==> src/rtl/mux_scan_ctrl_pkg.sv <==
// Shared definitions for the 8:1 mux scan controller.
// No logic; types and sizing constants only.
// Not applicable (no datapath here).
package mux_scan_ctrl_pkg;

  typedef enum logic {
    IDLE = 1'b0,
    SCAN = 1'b1
  } state_t;

  localparam int NCH  = 8;
  localparam int SELW = 3;

endpackage

==> src/rtl/mod8_sel_counter.sv <==
// Modulo-8 channel counter driving the mux select lines, with a wrap flag.
// Latency: sel updates one clock after en; wrap is combinational from sel.
// Backpressure: none; it advances only when the controller enables it.
module mod8_sel_counter
  import mux_scan_ctrl_pkg::*;
(
  input  logic            clk,
  input  logic            rst,
  input  logic            en,
  input  logic            clr,
  output logic [SELW-1:0] sel,
  output logic            wrap
);

  // Counter register: a clear (or reset) wins over an increment; 7 rolls to 0.
  always_ff @(posedge clk) begin
    if (rst || clr) begin
      sel <= '0;
    end else if (en) begin
      sel <= sel + 1'b1;
    end
  end

  assign wrap = (sel == SELW'(NCH - 1));

endmodule

==> src/rtl/mux_scan_ctrl.sv <==
// Scans all eight mux channels, captures Y per channel, and reports the byte.
// Latency: 8*DWELL clocks from start to the valid pulse; no gap in continuous mode.
// Backpressure: none; start is ignored while busy and valid is a single-cycle pulse.
module mux_scan_ctrl
  import mux_scan_ctrl_pkg::*;
#(
  parameter int DWELL = 1
) (
  input  logic       clk,
  input  logic       rst,
  input  logic       start,
  input  logic       cont,
  input  logic       abort,
  input  logic       Y,
  output logic       S2,
  output logic       S1,
  output logic       S0,
  output logic [7:0] data_out,
  output logic       valid,
  output logic       busy
);

  // The dwell counter only needs to reach DWELL-1, which is at most 15.
  localparam logic [3:0] DWELL_LAST = 4'(DWELL - 1);

  state_t            state;
  state_t            state_nxt;
  logic [3:0]        dwell;
  logic [NCH-1:0]    shadow;
  logic [NCH-1:0]    frame_byte;
  logic [SELW-1:0]   sel;
  logic              wrap;
  logic              sample;
  logic              frame_end;
  logic              sel_clr;

  // A sample happens on the last dwell cycle of a channel; abort suppresses it
  // so an aborted frame can never publish or advance the selects.
  assign sample    = (state == SCAN) && (dwell == DWELL_LAST) && !abort;
  assign frame_end = sample && wrap;
  assign sel_clr   = (state == SCAN) && abort;

  mod8_sel_counter u_sel (
    .clk  (clk),
    .rst  (rst),
    .en   (sample),
    .clr  (sel_clr),
    .sel  (sel),
    .wrap (wrap)
  );

  assign {S2, S1, S0} = sel;

  // State register.
  always_ff @(posedge clk) begin
    if (rst) begin
      state <= IDLE;
    end else begin
      state <= state_nxt;
    end
  end

  // Next-state logic and busy flag; abort outranks frame end and cont.
  always_comb begin
    state_nxt = state;
    busy      = 1'b0;
    case (state)
      IDLE: begin
        if (start) begin
          state_nxt = SCAN;
        end
      end
      SCAN: begin
        busy = 1'b1;
        if (abort) begin
          state_nxt = IDLE;
        end else if (frame_end && !cont) begin
          state_nxt = IDLE;
        end
      end
      default: state_nxt = IDLE;
    endcase
  end

  // Published byte: earlier channels from the shadow, the current channel live from Y.
  always_comb begin
    frame_byte      = shadow;
    frame_byte[sel] = Y;
  end

  // Dwell counter: runs only in SCAN, restarting at each channel boundary.
  always_ff @(posedge clk) begin
    if (rst) begin
      dwell <= '0;
    end else if ((state != SCAN) || abort || (dwell == DWELL_LAST)) begin
      dwell <= '0;
    end else begin
      dwell <= dwell + 1'b1;
    end
  end

  // Capture path: the shadow collects samples, and only a completed frame reaches data_out.
  always_ff @(posedge clk) begin
    if (rst) begin
      shadow   <= '0;
      data_out <= '0;
      valid    <= 1'b0;
    end else begin
      valid <= frame_end;
      if (sample) begin
        shadow[sel] <= Y;
      end
      if (frame_end) begin
        data_out <= frame_byte;
      end
    end
  end

endmodule

==> config.mk <==
export PLATFORM = sky130hd
export DESIGN_NAME = mux_scan_ctrl
export DESIGN_NICKNAME = d
export VERILOG_FILES = /design/src/rtl/mux_scan_ctrl_pkg.sv /design/src/rtl/mod8_sel_counter.sv /design/src/rtl/mux_scan_ctrl.sv
export SDC_FILE = /design/constraint.sdc
export NUM_CORES = 1
export LEC_CHECK = 0
export BUFFER_PORTS_ARGS = -buffer_cell sky130_fd_sc_hd__buf_4
export CAP_MARGIN = 40
export CORE_UTILIZATION = 50
export DETAILED_ROUTE_END_ITERATION = 6
export GPL_TIMING_DRIVEN = 1
export HOLD_SLACK_MARGIN = 0.02
export PLACE_DENSITY = 0.72
export SLEW_MARGIN = 20
export SYNTH_ARGS = -nofsm -noshare
export SYNTH_HDL_FRONTEND = slang
export SYNTH_SLANG_ARGS = --single-unit
==> constraint.sdc <==
create_clock -name clk -period 4.4 [get_ports clk]
set_input_delay 0.44 -clock clk [delete_from_list [all_inputs] [get_ports clk]]
set_output_delay 0.44 -clock clk [all_outputs]
set_load 0.01 [all_outputs]
Yosys cells after proc, flatten, opt, wreduce, memory -nomap -nowiden:

Cells that the tools add are included.

* register bits after elaboration: 25
* input bits: 6
* word-level logic and storage cells: 33
* output and inout port bits: 13

* muxes and demuxes: 8
* add/subtract/negate cells: 2
* bitwise logic cells: 1
* eq/ne operators: 1
* $lt $le $gt $ge: 2
* reductions and logical operators: 13

Operators with widths (number)
* $bwmux 8: 1
* $logic_and 1x1->1: 6
* $mux 1: 5
* $add 4x1->4 const B: 1
* $logic_not 4->1: 1
* $lt 3x4->1 const B: 1
* $add 3x1->3 const B: 1
* $demux 1 s3: 1
* $eq 3x3->1 const B: 1
* $ge 3x1->1 const B: 1
* $logic_or 1x1->1: 3
* $logic_not 1->1: 2
* $pmux 1 s2: 1
* $reduce_or 2->1: 1
* $not 1->1: 1

Logic depth before layout (Yosys ltp):

Gate-level depths: netlist of run 1.

* depth after elaboration: 8
* depth in mapped cells: 7
* mapped depth without buffers: 5

Modules after synthesis:

A second synthesis of run 1 with hierarchy kept.

* cell total of the unflattened synthesis: 112
* area, all modules: 1139.8 um2

Modules (own cells, without submodules)
* mux_scan_ctrl: seq. area each 440.4 um2, area an instance 1006.0 um2, cells an instance 101, instances 1
* mod8_sel_counter: seq. area each 60.1 um2, area an instance 133.9 um2, cells an instance 11, instances 1

Worst setup path before layout of run 1:

No wires, ideal clock.

* path kind: reg2reg
* start: register u_sel.sel[1]
* end: register data_out[6]
* setup time: 0.086 ns
* path slack: 2.800 ns
* buffers on the path: 2
* cell stages (with the launch flop): 8
* clock period less this slack: 1.600 ns
* required time: 4.314 ns
* arrival: 1.515 ns
* cells stage by stage: dfxtp_1 > ha_1 > ha_1 > and3b_1 > buf_2 > and2_1 > buf_2 > a211oi_1

* cells in the longest elaborated chain, start to end: 5
* elaborated cells on any way between the ends: 8
* classes of those cells: 2 x order compare; 1 x eq/ne; 3 x mux; 2 x reduce/logical

Ends and longest elaborated chain
* start, declared: RTL line mod8_sel_counter.sv:11 `output logic [SELW-1:0] sel,`
* start signal, assigned: RTL line mod8_sel_counter.sv:20 `sel <= sel + 1'b1;`
* $lt 3x4->1 (not written as such) / $ge 3x1->1 (equally long branches): RTL line mux_scan_ctrl.sv:88 `frame_byte[sel] = Y;`
* $logic_and 1x1->1 (not written as such): RTL line mux_scan_ctrl.sv:88
* $mux 1 (not written as such): RTL line mux_scan_ctrl.sv:88
* $demux 1 s3: RTL line mux_scan_ctrl.sv:88
* $bwmux 8: RTL line mux_scan_ctrl.sv:88
* end signal, assigned: RTL line mux_scan_ctrl.sv:114 `data_out <= frame_byte;`
* end, declared: RTL line mux_scan_ctrl.sv:18 `output logic [7:0] data_out,`

Parallel ways exist; a longest one is shown, timed or not.
A chain may end at the register's enable or synchronous reset.

Worst setup path after layout of run 1:

* start: register u_sel.sel[1]
* end: register data_out[1]

Same word-level chain as after synthesis.

==> impl_metrics.env, run 1 <==
export IMPL_wl_per_cell_um=13.77
export IMPL_synthCells=121
export IMPL_min_to="state"
export IMPL_r2r_end="data_out[1]"
export IMPL_cts_sinks=25
export IMPL_synth_ff_type="dfxtp_1"
export IMPL_die_area_mm2=0.002454
export IMPL_path_max_fanout=11
export IMPL_yosys_top_cells_area="dfxtp_1, a211oi_1, a21oi_1"
export IMPL_cts_root_buf="clkbuf_4"
export IMPL_clock_skew_ns=0.01117
export IMPL_yosysSeqAreaShare_pct=44.30
export IMPL_timing_hold_violations_final=0
export IMPL_synth_top_area_share_pct=44.30
export IMPL_drt_total_wl_mm=2.203
export IMPL_min_from="start"
export IMPL_areaGrowthSynthToFinish_pct=14.06
export IMPL_fin_crit_ns=1.887
export IMPL_yosysUniqueCellTypes=25
export IMPL_die_y_um=49.54
export IMPL_die_w_um=49.54
export IMPL_cts_resized=0
export IMPL_yosys_warnings=0
export IMPL_max_freq_ghz=0.5300
export IMPL_dpl_hpwl_mm=1.552
export IMPL_drtIter0Drc=23
export IMPL_powerDensity_mw_per_mm2=285.1
export IMPL_whs_path_depth=3
export IMPL_grt_pass1_wl_mm=3.836
export IMPL_postCtsSetupBuffers=0
export IMPL_cp_required_ns=4.61
export IMPL_core_mm2=0.002042
export IMPL_cts_tree="built"
export IMPL_r2r_slack_ns=2.51
export IMPL_status="complete, no violations"
export IMPL_fillers=181
export IMPL_maxCapViolations=0
export IMPL_io_pins=19
export IMPL_postLayoutCoreUtil_pct=63.11
export IMPL_global_route_usage_met1_pct=26.54
export IMPL_synth_avg_cell_area_um2=9.337
export IMPL_slew_violations=0
export IMPL_use_met2_pct=33.11
export IMPL_hold_path_class="in2reg"
export IMPL_syn_area_mm2=0.001130
export IMPL_clockBufferDepth=2
export IMPL_via_per_inst=5.713
export IMPL_r2r_cells=5
export IMPL_endpoint_kind="flop"
export IMPL_initial_utilization_pct=55.33
export IMPL_antenna_found_initial=0
export IMPL_total_leakage_power_nw=0.4987
export IMPL_synth_edff_count=0
export IMPL_drive_above_1_share_pct=18.80
export IMPL_clk_pin_slew_ns=0.14
export IMPL_grt_busiest_layer="met2"
export IMPL_timing_hold_ws_ns=0.3831
export IMPL_grt_overflow_total=0
export IMPL_ir_worst_vdd_mv=0.2123
export IMPL_yosys_top_cells_count="dfxtp_1, a21oi_1, a211oi_1"
export IMPL_grt_pass1_vias=835
export IMPL_io_buffers=18
export IMPL_finalSetupTns_ns=0
export IMPL_synth_area_leader_cell="dfxtp_1"
export IMPL_first_pass_iters=4
export IMPL_h_tree_depth=1
export IMPL_synth_async_sr_flop_share_pct=0
export IMPL_grt_max_degree=21
export IMPL_route_detailed_drc=0
export IMPL_cp_arrival_ns=2.09
export IMPL_diodes=0
export IMPL_post_route_period_util_pct=42.88
export IMPL_antenna_left=0
export IMPL_rr_startpoint="u_sel.sel[1]"
export IMPL_critPathKind="reg2reg"
export IMPL_gr_usage_met3_pct=3.086
export IMPL_synth_most_common_cell="dfxtp_1"
export IMPL_nNetsFinal=144
export IMPL_start_kind="flop"
export IMPL_num_vias=914
export IMPL_synth_nets=131
export IMPL_cts_hold_buffers=0
export IMPL_ys_ff_latch=25
export IMPL_rsz0062_at_grt="false"
export IMPL_maxSlewHeadroom_pct=48.87
export IMPL_gp_congestion=0.7705
export IMPL_finalSetupViolCount=0
export IMPL_clkLatencyLatePin_ns=0.32
export IMPL_std_cell_rows=16
export IMPL_cts_made_buffers=3
export IMPL_track_usage_pct=20.13
export IMPL_worst_pin_slew_ns=0.7653
-- stage by stage --
step	setup WS [ns]	total power [mW]	cells	cell area, um2
after floorplan	2.800	0.2602	121	1130
after global placement	2.387	0.2688	155	1247
after detailed placement	2.535	0.2698	156	1259
after CTS	2.526	0.3707	160	1289
after global routing	2.314	0.3822	160	1289
final	2.513	0.3674	160	1289
-- critical path, cell delays in order (launching register included) --
cell and delay [ns]:
dfxtp_1 0.56, ha_1 0.22, ha_1 0.16, and3b_1 0.36, and2_1 0.37, a211oi_1 0.12
-- power by group --
part	leakage [nW]	switching, mW	internal [mW]	total, mW
sequential	0.203	0.00467	0.232	0.236
clock	0.0139	0.0676	0.0347	0.102
combinational	0.282	0.0157	0.0130	0.0286
total	0.499	0.0880	0.279	0.367
-- cell families (layout without fill, tap and decap cells) --
logic type      Yosys count  in the layout  synth area share, %
compound gates           41             41                21.93
xor+xnor                  2              2                1.551
fa+ha+maj                 4              4                4.430
buf+inv                  14             26                5.979
flops                    25             25                44.30
mux                       8              8                7.088
simple gates             27             27                14.73
-- flip-flops by register name, indices dropped and copies added, names as in the netlist --
| name | count |
|---|---|
| shadow | 8 |
| data_out | 8 |
| valid | 1 |
| dwell | 4 |
| state | 1 |
| u_sel.sel | 3 |
-- layer usage --
layer	vias to the layer above	wire length, um
met3	4	62
met4	0	28
li1	462	-
met1	433	1099
met2	15	1013
met5	-	0
-- worst max path at each step --
| stage | start | end | slack (ns) | cells past startpoint |
|---|---|---|---|---|
| final | u_sel.sel[1] | data_out[1] | 2.51 | 5 |
| after global routing | u_sel.sel[0] | data_out[3] | 2.31 | 5 |
| after CTS | u_sel.sel[0] | data_out[7] | 2.53 | 5 |
| after detailed placement | u_sel.sel[0] | data_out[7] | 2.53 | 5 |
| after global placement | dwell[0] | data_out[7] | 2.39 | 5 |
| after floorplan | u_sel.sel[1] | data_out[6] | 2.80 | 7 |
-- cell type report --
type,instances,area [um2],area share (%)
Multi-Input combinational cell,82,566.8,43.98
Sequential cell,25,500.5,38.83
Timing Repair Buffer,19,146.4,11.36
Tap cell,27,33.78,2.621
Clock buffer,3,22.52,1.748
Inverter,3,11.26,0.8738
Clock inverter,1,7.507,0.5825
-- cell usage in the layout (no fill, tap or decap), types with 2 or more instances in the layout --
cell type	synthesis	final
a211oi_1	16	16
a21oi_1	20	20
buf_4	2	18
clkbuf_4	0	3
dfxtp_1	25	25
ha_1	4	4
inv_1	3	3
mux2i_1	8	8
nand2b_1	3	3
nand3_1	4	4
nand3b_1	3	3
nor2_1	5	5
nor2b_1	2	2
nor3b_1	4	3
o21ai_0	4	4
or3_1	2	2
Power figures use the tool's default switching activity.
==> inputs of run 2 (changes only) <==
Clock period 4.4 ns to 1.88 ns, I/O delays scaled along.
==> run 2 against run 1 <==
  * Sequential share of layout area decreased by 1.2 points
  * Via count increased by 1.6%
  * Final cell count grew 3.8%
  * Sequential power is 130% higher
  * Die area did not move
  * Clock power is 140% higher
  * First-iteration DRC count increased by 61%
  * Critical path type unchanged
==> impl_metrics.env, run 2 (synthesized netlist as in run 1, its figures left out) <==
export IMPL_status="complete, no violations"
export IMPL_cp_required_ns=2.08
export IMPL_post_route_period_util_pct=87.35
export IMPL_mostFrequentLayoutCells="dfxtp_1, buf_4, a21oi_1"
export IMPL_cts_root_buf="clkbuf_4"
export IMPL_gp_congestion=0.7970
export IMPL_critPathKind="reg2reg"
export IMPL_worst_path_largest_cell_delay_ns=0.57
export IMPL_cts_tree="built"
export IMPL_diodes=0
export IMPL_r2r_cells=4
export IMPL_slew_violations=0
export IMPL_clk_pin_slew_ns=0.14
export IMPL_finalSetupViolCount=0
export IMPL_timing_hold_violations_final=0
export IMPL_via_per_inst=5.596
export IMPL_cts_made_buffers=3
export IMPL_r2r_slack_ns=0.24
export IMPL_die_area_mm2=0.002454
export IMPL_total_leakage_power_nw=0.5280
export IMPL_start_kind="flop"
export IMPL_initial_utilization_pct=55.33
export IMPL_power_frac_clock_pct=28.1
export IMPL_first_pass_iters=4
export IMPL_top_regs="data_out: 8 flops, shadow: 8 flops, dwell: 4 flops"
export IMPL_powerDensity_mw_per_mm2=654.6
export IMPL_maxCapViolations=0
export IMPL_io_buffers=18
export IMPL_maxSlewHeadroom_pct=75.56
export IMPL_rsz0062_at_grt="false"
export IMPL_cts_hold_buffers=0
export IMPL_grt_pass1_wl_mm=4.022
export IMPL_drtIter0Drc=37
export IMPL_nNetsFinal=150
export IMPL_std_cell_rows=16
export IMPL_die_y_um=49.54
export IMPL_io_pins=19
export IMPL_clkLatencyLatePin_ns=0.32
export IMPL_clock_skew_ns=0.008172
export IMPL_internal_power_mw=0.6581
export IMPL_route_detailed_drc=0
export IMPL_p_sw_mw=0.2125
export IMPL_r2r_end="data_out[4]"
export IMPL_hold_path_class="in2reg"
export IMPL_p_seq_share_pct=63.2
export IMPL_cts_resized=0
export IMPL_dpl_hpwl_mm=1.712
export IMPL_pwr_share_comb_pct=8.7
export IMPL_grt_pass1_vias=865
export IMPL_cts_sinks=25
export IMPL_track_usage_pct=21.60
export IMPL_grt_overflow_total=0
export IMPL_cp_arrival_ns=1.84
export IMPL_path_max_fanout=11
export IMPL_ir_worst_vdd_mv=0.4970
export IMPL_finalSetupTns_ns=0
export IMPL_antenna_found_initial=0
export IMPL_grt_max_degree=21
export IMPL_antenna_left=0
export IMPL_clockBufferDepth=2
export IMPL_min_to="state"
export IMPL_worst_pin_slew_ns=0.3662
export IMPL_min_from="start"
export IMPL_num_vias=929
export IMPL_areaGrowthSynthToFinish_pct=17.72
export IMPL_wl_per_cell_um=14.55
export IMPL_max_freq_ghz=0.6090
export IMPL_die_w_um=49.54
export IMPL_postCtsSetupBuffers=0
export IMPL_fin_crit_ns=1.642
export IMPL_endpoint_kind="flop"
export IMPL_whs_path_depth=3
export IMPL_drt_total_wl_mm=2.416
export IMPL_cpMaxStageDelayCell="dfxtp_1"
export IMPL_p_total_mw=0.8706
export IMPL_core_mm2=0.002042
export IMPL_crit_chain="ha_1, and3b_1, and2_1, a211oi_1"
export IMPL_h_tree_depth=1
export IMPL_switching_share_pct=24.41
export IMPL_rr_startpoint="u_sel.sel[2]"
export IMPL_drive_above_1_share_pct=22.30
run 2: per-stage QoR:
step           setup WS (ns)  area, um2  instances  util, %  hold slack (ns)
2_1_floorplan         0.2796       1130        121        -           0.3415
3_3_place_gp          0.3599       1300        162    63.66           0.4381
3_5_place_dp          0.2838       1300        162    63.66           0.4491
4_1_cts               0.2546       1330        166    65.13           0.1311
5_1_grt               0.1673       1330        166    65.13           0.1156
6_report              0.2378       1330        166    65.13           0.1314
run 2: metal layers:
metal	GRT usage (%)	wire length, um	vias to the layer above
met2	35.36	1153	31
met5	0	0	-
met3	3.704	144	2
li1	-	-	474
met1	29.21	1103	422
met4	5.714	14	0
run 2: critical path: cells and delay by family (launching register included):
kind | cells | cell delay (ns)
flip-flops | 1 | 0.57
AO/OA/AOI/OAI | 1 | 0.15
AND/OR/NAND/NOR | 2 | 0.56
adder cells (fa/ha/maj) | 1 | 0.25
run 2: final cells by class:
cell class | count | area (um2)
clock buffers | 3 | 22.52
fillers | 190 | 711.9
flip-flops and latches | 25 | 500.5
multi-input cells | 82 | 566.8
inverters | 3 | 11.26
well taps | 27 | 33.78
repair buffers | 25 | 187.7
clock inverters | 1 | 7.507
run 2: worst max-delay path by stage:
stage             endpoint          from  slack [ns]
3_5_place_dp   data_out[4]  u_sel.sel[2]        0.28
5_1_grt        data_out[4]  u_sel.sel[2]        0.17
2_1_floorplan  data_out[6]  u_sel.sel[1]        0.28
4_1_cts        data_out[4]  u_sel.sel[2]        0.25
3_3_place_gp   data_out[1]  u_sel.sel[2]        0.36
6_report       data_out[4]  u_sel.sel[2]        0.24
run 2: power groups by stage:
stage | sequential, mW | combinational, mW | clock, mW
5_1_grt | 0.552 | 0.0839 | 0.275
3_3_place_gp | 0.561 | 0.0742 | 0
2_1_floorplan | 0.561 | 0.0476 | 0
6_report | 0.550 | 0.0760 | 0.245
4_1_cts | 0.550 | 0.0761 | 0.245
3_5_place_dp | 0.561 | 0.0757 | 0
==> inputs of run 3 (changes only) <==
Settings changed: CORE_UTILIZATION 50 to 35, PLACE_DENSITY 0.72 to default, SETUP_SLACK_MARGIN from default to 0.1.
Clock period 1.88 ns to 1.4 ns, I/O delays scaled along.
==> run 3 against run 2 <==
  * The flow now finishes with violations (setup timing)
  * Combinational power rose by 82%
  * First-iteration DRC count fell by 38%
  * Clock skew fell by 0.0055 ns
  * Final area rose by 29%
  * Sequential power rose by 34%
  * Sequential share of layout area fell by 8.1 points
  * Die area rose by 41%
  * Global-route usage fell by 3.8 points
  * Flip-flop and latch count did not move
  * Critical endpoint is now u_sel.sel[0]
==> impl_metrics.env, run 3 (synthesized netlist as in run 1, its figures left out) <==
export IMPL_die_area_mm2=0.003459
export IMPL_drt_total_wl_mm=2.777
export IMPL_seqCellArea_um2=509.2
export IMPL_crit_path_end="u_sel.sel[0]"
export IMPL_io_buffers=18
export IMPL_clkLatencyLatePin_ns=0.31
export IMPL_cp_arrival_ns=1.72
export IMPL_areaGrowthSynthToFinish_pct=52.38
export IMPL_ir_worst_vdd_mv=0.3588
export IMPL_cts_hold_buffers=0
export IMPL_grt_max_degree=21
export IMPL_status="finished, violations left"
export IMPL_first_pass_iters=4
export IMPL_cts_sinks=25
export IMPL_path_max_fanout=3
export IMPL_worst_pin_slew_ns=0.3333
export IMPL_drtIter0Drc=23
export IMPL_post_route_period_util_pct=104.6
export IMPL_min_from="start"
export IMPL_gp_congestion=0.7527
export IMPL_cts_made_buffers=3
export IMPL_wl_per_cell_um=14.31
export IMPL_rsz0062_at_grt="true"
export IMPL_r2r_end="u_sel.sel[0]"
export IMPL_global_route_usage_met1_pct=21.22
export IMPL_worst_path_largest_cell_delay_ns=0.40
export IMPL_start_kind="flop"
export IMPL_cts_tree="built"
export IMPL_slew_violations=0
export IMPL_max_freq_ghz=0.6827
export IMPL_fin_crit_ns=1.465
export IMPL_drive_above_1_share_pct=60.00
export IMPL_track_usage_pct=17.75
export IMPL_multi_input_area_um2=824.5
export IMPL_antenna_found_initial=0
export IMPL_grt_pass1_vias=1026
export IMPL_grt_pass1_wl_mm=4.650
export IMPL_failed_checks="setup timing"
export IMPL_clk_pin_slew_ns=0.13
export IMPL_die_y_um=58.82
export IMPL_via_per_inst=5.237
export IMPL_finalWorstSetupSlack_ns=-0.06477
export IMPL_total_leakage_power_nw=0.6507
export IMPL_route_detailed_drc=0
export IMPL_maxCapViolations=0
export IMPL_use_met2_pct=31.49
export IMPL_clockBufferDepth=2
export IMPL_layout_commonest_cell="buf_4"
export IMPL_initial_utilization_pct=37.01
export IMPL_finalSetupViolCount=1
export IMPL_r2r_slack_ns=-0.06
export IMPL_startpoint="dwell[1]"
export IMPL_rr_startpoint="dwell[1]"
export IMPL_top_regs="data_out: 8 flops, shadow: 8 flops, dwell: 4 flops"
export IMPL_h_tree_depth=1
export IMPL_critPathKind="reg2reg"
export IMPL_die_w_um=58.82
export IMPL_io_pins=19
export IMPL_nNetsFinal=161
export IMPL_gr_usage_met3_pct=2.198
export IMPL_fillers=277
export IMPL_clock_skew_ns=0.002700
export IMPL_timing_hold_violations_final=0
export IMPL_r2r_cells=5
export IMPL_crit_chain="inv_2, ha_4, or3b_4, or3_4, a21oi_2"
export IMPL_antenna_left=0
export IMPL_diodes=0
export IMPL_endpoint_kind="flop"
export IMPL_design_area_mm2=0.001722
export IMPL_core_mm2=0.003053
export IMPL_mostFrequentLayoutCells="buf_4, dfxtp_1, a211oi_2"
export IMPL_grt_busiest_layer="met2"
export IMPL_dpl_hpwl_mm=1.782
export IMPL_maxSlewHeadroom_pct=77.15
export IMPL_cts_root_buf="clkbuf_4"
export IMPL_num_vias=1016
export IMPL_placed_area_mm2=0.001410
export IMPL_cpMaxStageDelayCell="or3b_4"
export IMPL_powerDensity_mw_per_mm2=692.9
export IMPL_grt_overflow_total=0
export IMPL_std_cell_rows=20
export IMPL_p_total_mw=1.193
export IMPL_hold_path_class="in2reg"
export IMPL_cp_required_ns=1.65
-- run 3: cell count changes in the layout (fill, tap and decap cells not counted), moves of 4 or more --
cell	delta
buf_6	+5
a21oi_4	+5
a21oi_1	-9
buf_4	+4
dfxtp_2	+4
a211oi_1	-16
a211oi_2	+16
o21ai_0	-4
a21oi_2	+4
dfxtp_1	-5
-- run 3: repair_timing --
item	in CTS	in global routing
endpoints found under the setup margin	25	25
buffers inserted	7	0
gates resized for setup	38	12
cloned	1	0
pin swaps	20	1
-- run 3: routing by layer --
metal / up-vias / wire, um
met5: - / 0
li1: 496 / -
met3: 4 / 56
met4: 0 / 32
met1: 502 / 1179
met2: 14 / 1509
-- run 3: worst min path at each step --
stage,endpoint,slack (ns),cells after the start
2_1_floorplan,state,0.29,2
3_3_place_gp,state,0.42,3
3_5_place_dp,state,0.42,3
4_1_cts,state,0.07,3
5_1_grt,state,0.1,3
6_report,state,0.08,3
-- run 3: metrics by stage --
step,utilization (%),setup slack (ns),setup TNS (ns),hold slack [ns],instances
6_report,56.39,-0.06477,-0.06477,0.08456,194
5_1_grt,56.39,-0.1195,-0.3773,0.09559,194
2_1_floorplan,-,-0.06028,-0.5396,0.2935,121
3_5_place_dp,46.19,-0.08061,-0.3393,0.4246,182
4_1_cts,54.59,-0.06868,-0.06868,0.07468,194
3_3_place_gp,46.19,-0.03258,-0.1537,0.4184,182
-- run 3: critical path, delay by kind of cell, from the launching register on --
kind                     cells  cell delay (ns)
AND/OR/NAND/NOR              2             0.78
flip-flops                   1             0.35
adder cells (fa/ha/maj)      1             0.12
AO/OA/AOI/OAI                1             0.11
buffers and inverters        1             0.06
-- run 3: final cells by class --
| cell class | count | share of cell area (%) |
|---|---|---|
| Clock buffer | 3 | 1.308 |
| Clock inverter | 1 | 0.2907 |
| Inverter | 3 | 0.6541 |
| Multi-Input combinational cell | 83 | 47.89 |
| Sequential cell | 25 | 29.58 |
| Tap cell | 44 | 3.198 |
| Timing Repair Buffer | 35 | 17.08 |
-- run 3: power by group --
part           switching, mW  total [mW]  internal [mW]
registers             0.0111       0.738          0.727
logic                 0.0762       0.138         0.0619
clock network          0.210       0.316          0.107
